$ cat src/rtl/uart_rx_ctrl.sv
// rtl/uart_rx_ctrl.sv - 16x oversampling UART receive sequencer with parity checker
module parity_checker (
    input  logic [7:0] data,
    input  logic       par_bit,
    input  logic       pen,
    input  logic       eps,
    input  logic       sp,
    output logic       parity_error
);
    logic ones_odd;

    always_comb begin
        ones_odd     = (^data) ^ par_bit;
        parity_error = 1'b0;
        if (pen) begin
            // Stick parity forces the bit to the inverse of eps.
            if (sp)
                parity_error = (par_bit == eps);
            else if (eps)
                parity_error = ones_odd;
            else
                parity_error = ~ones_odd;
        end
    end
endmodule

module uart_rx_ctrl #(
    parameter int SYNC_STAGES = 2
) (
    input  logic       clk,
    input  logic       rst,
    input  logic       baud_tick,
    input  logic       rxd,
    input  logic       pen,
    input  logic       eps,
    input  logic       sp,
    input  logic [1:0] wls,
    input  logic       rx_ack,
    output logic [7:0] rx_data,
    output logic       rx_valid,
    output logic       parity_error,
    output logic       framing_error,
    output logic       break_detect,
    output logic       overrun_error,
    output logic       busy
);
    typedef enum logic [2:0] {
        IDLE,
        START,
        DATA,
        PARITY,
        STOP
    } state_t;

    state_t                  state;
    logic [SYNC_STAGES-1:0]  sync_q;
    logic                    rxd_s;
    logic [3:0]              tick_cnt;
    logic [2:0]              bit_cnt;
    logic [7:0]              rsr;
    logic                    rcv_par;
    logic                    any_one;
    logic                    l_pen;
    logic                    l_eps;
    logic                    l_sp;
    logic [1:0]              l_wls;
    logic                    par_err_c;
    logic                    frame_done;

    assign rxd_s      = sync_q[SYNC_STAGES-1];
    assign frame_done = baud_tick && (state == STOP) && (tick_cnt == 4'd15);

    parity_checker u_parity_checker (
        .data         (rsr),
        .par_bit      (rcv_par),
        .pen          (l_pen),
        .eps          (l_eps),
        .sp           (l_sp),
        .parity_error (par_err_c)
    );

    always_ff @(posedge clk) begin
        if (rst)
            sync_q <= '1;
        else
            sync_q <= {sync_q[SYNC_STAGES-2:0], rxd};
    end

    always_ff @(posedge clk) begin
        if (rst) begin
            state         <= IDLE;
            tick_cnt      <= 4'd0;
            bit_cnt       <= 3'd0;
            rsr           <= 8'd0;
            rcv_par       <= 1'b0;
            any_one       <= 1'b0;
            l_pen         <= 1'b0;
            l_eps         <= 1'b0;
            l_sp          <= 1'b0;
            l_wls         <= 2'd0;
            busy          <= 1'b0;
            rx_data       <= 8'd0;
            rx_valid      <= 1'b0;
            parity_error  <= 1'b0;
            framing_error <= 1'b0;
            break_detect  <= 1'b0;
            overrun_error <= 1'b0;
        end else begin
            if (baud_tick) begin
                case (state)
                    IDLE: begin
                        l_pen   <= pen;
                        l_eps   <= eps;
                        l_sp    <= sp;
                        l_wls   <= wls;
                        rsr     <= 8'd0;
                        rcv_par <= 1'b0;
                        any_one <= 1'b0;
                        if (!rxd_s) begin
                            state    <= START;
                            tick_cnt <= 4'd0;
                            busy     <= 1'b1;
                        end
                    end
                    START: begin
                        // The detect tick is tick 0, so the 7th following tick is mid start bit.
                        if (tick_cnt == 4'd6) begin
                            if (rxd_s) begin
                                state <= IDLE;
                                busy  <= 1'b0;
                            end else begin
                                state    <= DATA;
                                tick_cnt <= 4'd0;
                                bit_cnt  <= 3'd0;
                            end
                        end else begin
                            tick_cnt <= tick_cnt + 4'd1;
                        end
                    end
                    DATA: begin
                        tick_cnt <= tick_cnt + 4'd1;
                        if (tick_cnt == 4'd15) begin
                            rsr[bit_cnt] <= rxd_s;
                            any_one      <= any_one | rxd_s;
                            if (bit_cnt == ({1'b0, l_wls} + 3'd4))
                                state <= l_pen ? PARITY : STOP;
                            else
                                bit_cnt <= bit_cnt + 3'd1;
                        end
                    end
                    PARITY: begin
                        tick_cnt <= tick_cnt + 4'd1;
                        if (tick_cnt == 4'd15) begin
                            rcv_par <= rxd_s;
                            any_one <= any_one | rxd_s;
                            state   <= STOP;
                        end
                    end
                    STOP: begin
                        tick_cnt <= tick_cnt + 4'd1;
                        if (tick_cnt == 4'd15) begin
                            state <= IDLE;
                            busy  <= 1'b0;
                        end
                    end
                    default: begin
                        state <= IDLE;
                        busy  <= 1'b0;
                    end
                endcase
            end

            if (frame_done) begin
                if (!rx_valid || rx_ack) begin
                    rx_data       <= rsr;
                    parity_error  <= par_err_c;
                    framing_error <= ~rxd_s;
                    break_detect  <= ~any_one & ~rxd_s;
                    overrun_error <= 1'b0;
                    rx_valid      <= 1'b1;
                end else begin
                    overrun_error <= 1'b1;
                end
            end else if (rx_ack && rx_valid) begin
                rx_valid      <= 1'b0;
                parity_error  <= 1'b0;
                framing_error <= 1'b0;
                break_detect  <= 1'b0;
                overrun_error <= 1'b0;
            end
        end
    end
endmodule

$ cat config.mk
export PLATFORM = sky130hd
export DESIGN_NAME = uart_rx_ctrl
export DESIGN_NICKNAME = d
export VERILOG_FILES = /design/src/rtl/uart_rx_ctrl.sv
export SDC_FILE = /design/constraint.sdc
export NUM_CORES = 1
export LEC_CHECK = 0
export CAP_MARGIN = 20
export CORE_MARGIN = 10
export CORE_UTILIZATION = 50
export DETAILED_ROUTE_END_ITERATION = 6
export PLACE_DENSITY = 0.74
export SLEW_MARGIN = 10
export SYNTH_ARGS = -nofsm -noshare
export SYNTH_HDL_FRONTEND = slang
export SYNTH_SLANG_ARGS = --single-unit
$ cat constraint.sdc
create_clock -name clk -period 3.65 [get_ports clk]
set_input_delay 0.73 -clock clk [delete_from_list [all_inputs] [get_ports clk]]
set_output_delay 0.73 -clock clk [all_outputs]
set_load 0.01 [all_outputs]
# After elaboration in Yosys (flattened, before gate mapping)
# Cells that the tools add are included.
# word_totals
ff_bits	41
latchBits	0
ramBits	0
romBits	0
out_inout_bits	14
wordCells	120
n_memories	0
# op_classes
addsub	3
n_mul	0
n_div	0
order_cmp	2
n_eq_ne	19
shift	0
muxes	45
bitwise_logic	7
n_reduce_logical	26
# ops
op	n
3-bit two-way mux	11
1-bit two-way mux	21
2-bit != test (second input constant)	8
8-bit case mux with 2 select lines	1
3-bit case mux with 5 select lines	1
4-bit case mux with 3 select lines	1
6-bit AND reduction	2
2-bit nonzero test	5
3-bit AND reduction	3
8-bit bitwise mux	1
4-bit two-way mux	2
8-bit two-way mux	1
2-bit AND reduction	4
8-bit XOR reduction	1
7-bit AND reduction	1
3-bit by 2-bit equality test with 1-bit output (second input constant)	2
2-bit by 1-bit != test with 1-bit output (second input constant)	3
3-bit case mux with 2 select lines	1
4-bit by 1-bit adder with 4-bit output (second input constant)	1
4-bit by 3-bit equality test with 1-bit output (second input constant)	1
4-bit equality test (second input constant)	1
1-bit logical AND	4
3-bit by 4-bit < comparator with 1-bit output (second input constant)	1
1-bit inverter	4
other kinds (20)	21

# Longest topological paths before layout
# Gate-level depths: netlist of run 1.
# depth
ltp_word	8
mapped_depth	8
depth_no_buf	8

# Modules after synthesis
# From an unflattened synthesis of run 1, not the netlist that was laid out.
# unflattened
cells_unflattened	235
area_unflattened_um2	2155.8
# by_module_without_submodules
mod	n_inst	cells_per_inst	area_per_inst_um2	seq_area_each_um2
uart_rx_ctrl	1	224	2067.0	820.8
parity_checker	1	11	88.8	0.0

# Least setup slack after synthesis of run 1
# No wires, ideal clock.
# synth_path
path_kind	input to register
start	input port baud_tick
end	register rx_data[3]
arrival_ns	1.628
path_slack_ns	1.894
stages	6
n_path_buf	2
cell_sequence	and4_1 -> clkbuf_1 -> nand3_1 -> buf_2 -> mux2i_1 -> nor2_1
# synth_between
elab_chain_len	3
# synth_rtl
item	line_no	text
start: declaration	32	input logic baud_tick,
1-bit logical AND (2 in series)	71	assign frame_done = baud_tick && (state == STOP) && (tick_cnt == 4'd15);
2-bit AND reduction (no source line)	n/a	
end signal: assignment	175	rx_data <= rsr;
end: declaration	39	output logic [7:0] rx_data,
# No other way between the ends.
# A chain may end at the register's enable or synchronous reset.

# Worst setup path after layout of run 1
# layout_path
start	input port baud_tick
end	register parity_error
# layout_between
elab_chain_len	4
# layout_rtl
item	line_no	text
1-bit logical AND * (2 in series)	71	
2-bit by 1-bit != test with 1-bit output (no source line) or 2-bit nonzero test (tied branches)	n/a	
2-bit AND reduction (no source line)	n/a	
end signal: assignment	176	parity_error <= par_err_c;
end: declaration	41	output logic parity_error,
# Every way passes the cells marked *; elsewhere a longest branch is shown, timed or not.

==> impl_metrics.csv, run 1 <==
group,metric,value,unit
clock_network,cts_resized,0,
detailed_routing,drtPass1Iterations,4,
clock_network,clock_latency,0.30,ns
yosys,synth-main-ff-cell,"dfxtp_1",
cells_and_area,area_delta_synth_final,17.6,%
floorplanning,die_y,83.7,um
floorplanning,die-area,0.00701,sq mm
placed_design,hpwl,3.09,mm
clock_network,tritoncts_num_sinks,41,
yosys,synth_top_area_cell,"dfxtp_1",
setup_path,setup.worst_path.class,"in2reg",
setup_path,arrival,2.73,ns
sta,hold_viol_final,0,
yosys,yosys.area_share.adder,0.0185,
detailed_routing,ant_nets,0,
setup_path,worstPathMaxFanout,15,
clock_network,cts_made_buffers,5,
global_route,grt_max_degree,28,
global_route,grt_pass1_wl,7.54,mm
floorplanning,start_util,0.511,
clock_network,cts_htree_levels,2,
detailed_routing,drt_iter0_drc,139,
sta,period_needed,2.53,ns
power_and_ir_drop,seqPwrFrac,0.515,
power_and_ir_drop,p_comb_frac,0.069,
yosys,synthMuxAreaShare,0.0499,
power_and_ir_drop,p_leak,0.887,nW
detailed_routing,wl_met1,2.08,mm
setup_path,slowest_delay,0.53,ns
hold_path,hp-class,"reg2reg",
yosys,synth_area_leaders,"dfxtp_1 40%, a21oi_1 5.4%, nor2_1 5.2%",
power_and_ir_drop,powerDensity,375,mW/mm^2
clock_network,clockRootBuffer,"clkbuf_8",
setup_path,cp_slowest_cell,"nand3_1",
detailed_routing,wl_per_cell,13.9,um
yosys,synth-edff-count,0,
setup_path,path_depth,5,
detailed_routing,wirelength,4.35,mm
yosys,yosys_warnings,0,
detailed_routing,wl_met3,272,um
global_route,overflow,0,
yosys,synth_compound_area_frac,0.190,
placed_design,io_buffer_count,23,
sta,max-slew-margin-rel,0.542,
yosys,synth_xor_area_frac,0.0475,
setup_path,critPathTopFamily,"simple AND/OR/NAND/NOR gates",
yosys,synth_top_area_frac,0.404,
sta,setup_viol,0,
detailed_routing,dr.max_layer_used,"met4",
sta,fmax,0.395,GHz
hold_path,min_path_cells,1,
job,cap_violations,0,
power_and_ir_drop,p_sw_frac,0.235,
sta,grt_setup_unrepaired,"no",
detailed_routing,route.met2.wl,1.94,mm
sta,tightest_slew,0.686,ns
cells_and_area,antenna_cells,0,
placed_design,dpl_cell_area,0.00227,sq mm
sta,fin_setup_tns,0,ns
setup_path,crit_required,3.85,ns
cells_and_area,fin_nets,274,
detailed_routing,viasPerCell,5.51,
global_route,grt_pass1_vias,1576,
clock_network,holdBufCountCts,0,
yosys,yosys.area_share.simple,0.245,
yosys,ys_ff_latch,41,
cells_and_area,drive_gt1_frac,0.0802,
detailed_routing,drc,0,
floorplanning,rows,23,
global_route,grt_antenna_before_repair,0,
yosys,synth_cell_types,49,
power_and_ir_drop,switchingPower,211,uW
setup_path,cp-start-kind,"primary input",
yosys,syn-num-nets,256,
floorplanning,die_x,83.7,um
setup_path,endpoint_kind,"flop",
power_and_ir_drop,peakVddDrop,0.000240,V
yosys,synth_common_cells,"41 x dfxtp_1, 28 x nor2_1, 24 x nand2_1, 22 x a21oi_1, 14 x nand3_1",
clock_network,clk_pin_slew,0.09,ns
yosys,syn_area,0.00203,sq mm
clock_network,cts_setup_buffers,0,
detailed_routing,vias,1718,
yosys,synth_top_family_by_area,"simple AND/OR/NAND/NOR gates",
placed_design,routabilityCongestion,0.854,
floorplanning,io_pins,24,
power_and_ir_drop,clkPwrFrac,0.415,
floorplanning,core,0.00397,sq mm
clock_network,cts_tree,"yes",
setup_path,crit_chain,"clkdlybuf4s50_1, buf_4, and4_1, nand3_1, o41ai_1",
yosys,netlist_instances,243,
global_route,grt_usage,0.127,
cells_and_area,fin_area,0.00239,sq mm
yosys,synthArstFlopShare,0,
power_and_ir_drop,intPower,685,uW
sta,fin_crit_sh,0.694,
yosys,synth.most_common_cell,"dfxtp_1",
status,outcome,"finished, final reports clean",
yosys,avgSynthCellArea,8.35,sq um
clock_network,cts_buffer_depth,2,
sta,report.final.slew_viol_count,0,
yosys,ys_seq_area_frac,0.404,
setup_path,crit_buf_inv,2,
setup_path,r2r_cells,3,
sta,fin_skew,0.00886,ns
area by class of cell:
cell class                 instances  area, sq um
multi-input combinational        181         1120
sequential                        41          821
fill                             358         1580
clock inverter                     3         46.3
clock buffer                       5         68.8
tap                               50         62.6
timing repair buffer              25          245
inverter                           7         26.3
through the flow:
stage          power [mW]  instances  hold slack [ns]  utilization  setup WS (ns)
2_1_floorplan       0.511        243            0.389            -           1.89
3_3_place_gp        0.533        304            0.397        0.572          0.826
3_5_place_dp        0.534        304            0.396        0.572          0.773
4_1_cts             0.908        312            0.421        0.601           1.10
5_1_grt             0.936        312            0.431        0.601          0.911
6_report            0.896        312            0.419        0.601           1.12
per-layer routing:
layer	up-vias	track usage
met5	-	0
met4	0	0.0457
met3	4	0.0371
met2	51	0.190
met1	776	0.166
li1	887	-
state kept, by name, indices dropped and copies added, names as in the netlist, 2 cells and up:
signal	flops
bit_cnt	3
rsr	8
rx_data	8
state	3
tick_cnt	4
sync_q	2
l_wls	2
cells by family (layout without fill, tap and decap cells):
family / after synthesis / after routing
buf+inv: 21 / 40
flops: 41 / 41
xor+xnor: 11 / 11
mux: 10 / 10
simple gates: 101 / 101
fa+ha+maj: 3 / 3
compound gates: 56 / 56
power groups by stage:
stage	logic [mW]	registers, mW	clock network (mW)
2_1_floorplan	0.0432	0.468	0
5_1_grt	0.0698	0.463	0.404
3_5_place_dp	0.0619	0.472	0
6_report	0.0622	0.461	0.372
3_3_place_gp	0.0619	0.472	0
4_1_cts	0.0624	0.461	0.384
placed cells by master, fill, tap and decap left out, types with 3 or more instances in the layout:
cell type,instances
a21oi_1,22
a22oi_1,6
clkbuf_8,5
clkdlybuf4s50_1,23
dfxtp_1,41
ha_1,3
inv_1,6
mux2i_1,9
nand2_1,24
nand2b_1,6
nand3_1,14
nor2_1,28
nor2b_1,4
nor3_1,8
o21ai_0,10
xnor2_1,9
path summary, 6_finish.rpt:
kind / from / endpoint / slack, ns
hold / removal: sync_q[0] / sync_q[1] / 0.42
hold reg to reg: sync_q[0] / sync_q[1] / 0.42
setup reg to reg: state[2] / parity_error / 1.59
setup / recovery: baud_tick / parity_error / 1.12
No activity file was read; power rests on OpenSTA's default activity.
==> run 2, diff against run 1 <==
--- a/config.mk
+++ b/config.mk
@@ -9,7 +9,7 @@
 export CORE_MARGIN = 10
 export CORE_UTILIZATION = 50
 export DETAILED_ROUTE_END_ITERATION = 6
-export PLACE_DENSITY = 0.74
+export PLACE_DENSITY = 0.76
 export SLEW_MARGIN = 10
 export SYNTH_ARGS = -nofsm -noshare
 export SYNTH_HDL_FRONTEND = slang
==> constraint.sdc (replaced) <==
create_clock -name clk -period 2.2 [get_ports clk]
set_input_delay 0.44 -clock clk [delete_from_list [all_inputs] [get_ports clk]]
set_output_delay 0.44 -clock clk [all_outputs]
set_load 0.01 [all_outputs]
==> run 2 against run 1 <==
Compared with the run above:
- clock-buffer cell count did not move
- utilization rose by 2.1 points
- register-to-register slack got worse by 1.4 ns
- final area rose by 3.6%
- non-clock buffer count rose by 5
- largest power group unchanged
- global-route usage rose by 0.43 points
- via count rose by 2.7%
==> impl_metrics.csv, run 2 (synthesis gave the netlist of run 1 again) <==
group,metric,value,unit
setup_path,cp-start-kind,"flop",
global_route,grt_max_degree,35,
sta,report.final.slew_viol_count,0,
global_route,overflow,0,
sta,hold_viol_final,0,
sta,grt_setup_unrepaired,"no",
clock_network,cts_tree,"yes",
cells_and_area,drive_gt1_frac,0.0974,
power_and_ir_drop,powerDensity,652,mW/mm^2
cells_and_area,mostFrequentLayoutCells,"41 x dfxtp_1, 28 x nor2_1, 24 x nand2_1",
setup_path,setup.worst_path.class,"reg2reg",
placed_design,dpl_cell_area,0.00233,sq mm
sta,fin_setup_tns,0,ns
detailed_routing,viasPerCell,5.56,
global_route,grt_usage,0.131,
sta,setup_viol,0,
sta,fmax,0.504,GHz
clock_network,cts_buffer_depth,2,
hold_path,hp-class,"reg2reg",
cells_and_area,fin_nets,279,
floorplanning,die_y,83.7,um
clock_network,clockRootBuffer,"clkbuf_8",
floorplanning,io_pins,24,
placed_design,hpwl,3.11,mm
sta,tightest_slew,0.474,ns
global_route,grt_use_met1,0.165,
clock_network,cts_htree_levels,2,
floorplanning,rows,23,
floorplanning,die-area,0.00701,sq mm
clock_network,cts_made_buffers,5,
clock_network,tritoncts_num_sinks,41,
detailed_routing,ant_nets,0,
placed_design,io_buffer_count,23,
cells_and_area,final_common_cell,"dfxtp_1",
clock_network,clk_pin_slew,0.09,ns
global_route,grt_use_met3,0.0391,
detailed_routing,drtPass1Iterations,4,
setup_path,crit_required,2.44,ns
job,cap_violations,0,
cells_and_area,antenna_cells,0,
global_route,grt_pass1_vias,1682,
clock_network,cts_setup_buffers,0,
global_route,gr-max-usage-layer,"met2",
setup_path,worstPathMaxFanout,14,
placed_design,routabilityCongestion,0.827,
detailed_routing,wirelength,4.50,mm
floorplanning,die_x,83.7,um
cells_and_area,fin_area,0.00247,sq mm
cells_and_area,fill_cells,356,
floorplanning,start_util,0.511,
detailed_routing,vias,1764,
clock_network,clock_latency,0.29,ns
detailed_routing,drc,0,
global_route,grt_pass1_wl,7.89,mm
power_and_ir_drop,p_leak,0.936,nW
clock_network,cts_resized,0,
status,outcome,"finished, final reports clean",
global_route,grt_antenna_before_repair,0,
power_and_ir_drop,peakVddDrop,0.000478,V
sta,fin_crit_sh,0.902,
sta,fin_skew,0.00640,ns
cells_and_area,area_delta_synth_final,21.8,%
setup_path,endpoint_kind,"flop",
setup_path,arrival,2.22,ns
detailed_routing,drt_iter0_drc,134,
sta,max-slew-margin-rel,0.684,
clock_network,holdBufCountCts,0,
sta,period_needed,1.98,ns
detailed_routing,wl_per_cell,14.2,um
floorplanning,core,0.00397,sq mm
cells_and_area,reg.largest.list,"rsr: 8 flops, rx_data: 8 flops, tick_cnt: 4 flops",
global_route,grt_use_met2,0.202,
==> run 2: cell types whose count changed in the layout (fill, tap and decap cells not counted), sizes merged <==
cell,previous run,this run
bufinv,1,2
inv,7,8
clkinvlp,1,0
clkinv,1,0
buf,2,7
==> run 2: critical path, cell delays in order (launching register included) <==
cell	delay (ns)
dfxtp_1	0.62
inv_2	0.17
nor3_1	0.38
nand3_1	0.16
nor2_1	0.31
a22oi_1	0.16
nor2_1	0.11
==> run 2: per-stage QoR <==
stage          hold WS [ns]  power, mW  std cells  worst slack [ns]  utilization
3_5_place_dp          0.397      0.894        309             0.129        0.588
2_1_floorplan         0.389      0.848        243             0.502            -
4_1_cts               0.420       1.63        317             0.281        0.623
5_1_grt               0.430       1.68        317             0.122        0.623
3_3_place_gp          0.398      0.894        309             0.170        0.588
6_report              0.418       1.61        317             0.216        0.623
==> run 2: worst paths after layout <==
kind / start / cells past startpoint / endpoint / slack [ns]
max: state[1] / 6 / rsr[1] / 0.22
min reg2reg: sync_q[0] / 1 / sync_q[1] / 0.42
min: sync_q[0] / 1 / sync_q[1] / 0.42
max reg2reg: state[1] / 6 / rsr[1] / 0.22
==> run 2: power breakdown <==
| part | leakage (nW) | internal, mW | switching, mW |
|---|---|---|---|
| combinational | 0.535 | 0.0526 | 0.0609 |
| clock | 0.0687 | 0.457 | 0.277 |
| sequential | 0.332 | 0.752 | 0.0117 |
| total | 0.936 | 1.26 | 0.350 |
==> run 2: layer usage <==
layer  part of all wire  up-vias
met5                  0        -
met1               0.48      800
li1                   -      896
met3              0.056        8
met2               0.44       60
met4              0.018        0
==> run 2: cell type report <==
class	count	area [sq um]	share of cell area
timing repair buffer	30	308	0.124
sequential	41	821	0.332
multi-input combinational	181	1120	0.452
clock buffer	5	68.8	0.0278
inverter	7	26.3	0.0106
clock inverter	3	68.8	0.0278
tap	50	62.6	0.0253
==> run 3, diff against run 2 <==
--- a/config.mk
+++ b/config.mk
@@ -9,6 +9,7 @@
 export CORE_MARGIN = 10
 export CORE_UTILIZATION = 50
 export DETAILED_ROUTE_END_ITERATION = 6
+export GPL_ROUTABILITY_DRIVEN = 0
 export PLACE_DENSITY = 0.76
 export SLEW_MARGIN = 10
 export SYNTH_ARGS = -nofsm -noshare
==> results of run 3 <==
Same layout as run 2: the final DEF is identical, and so are final timing and power.
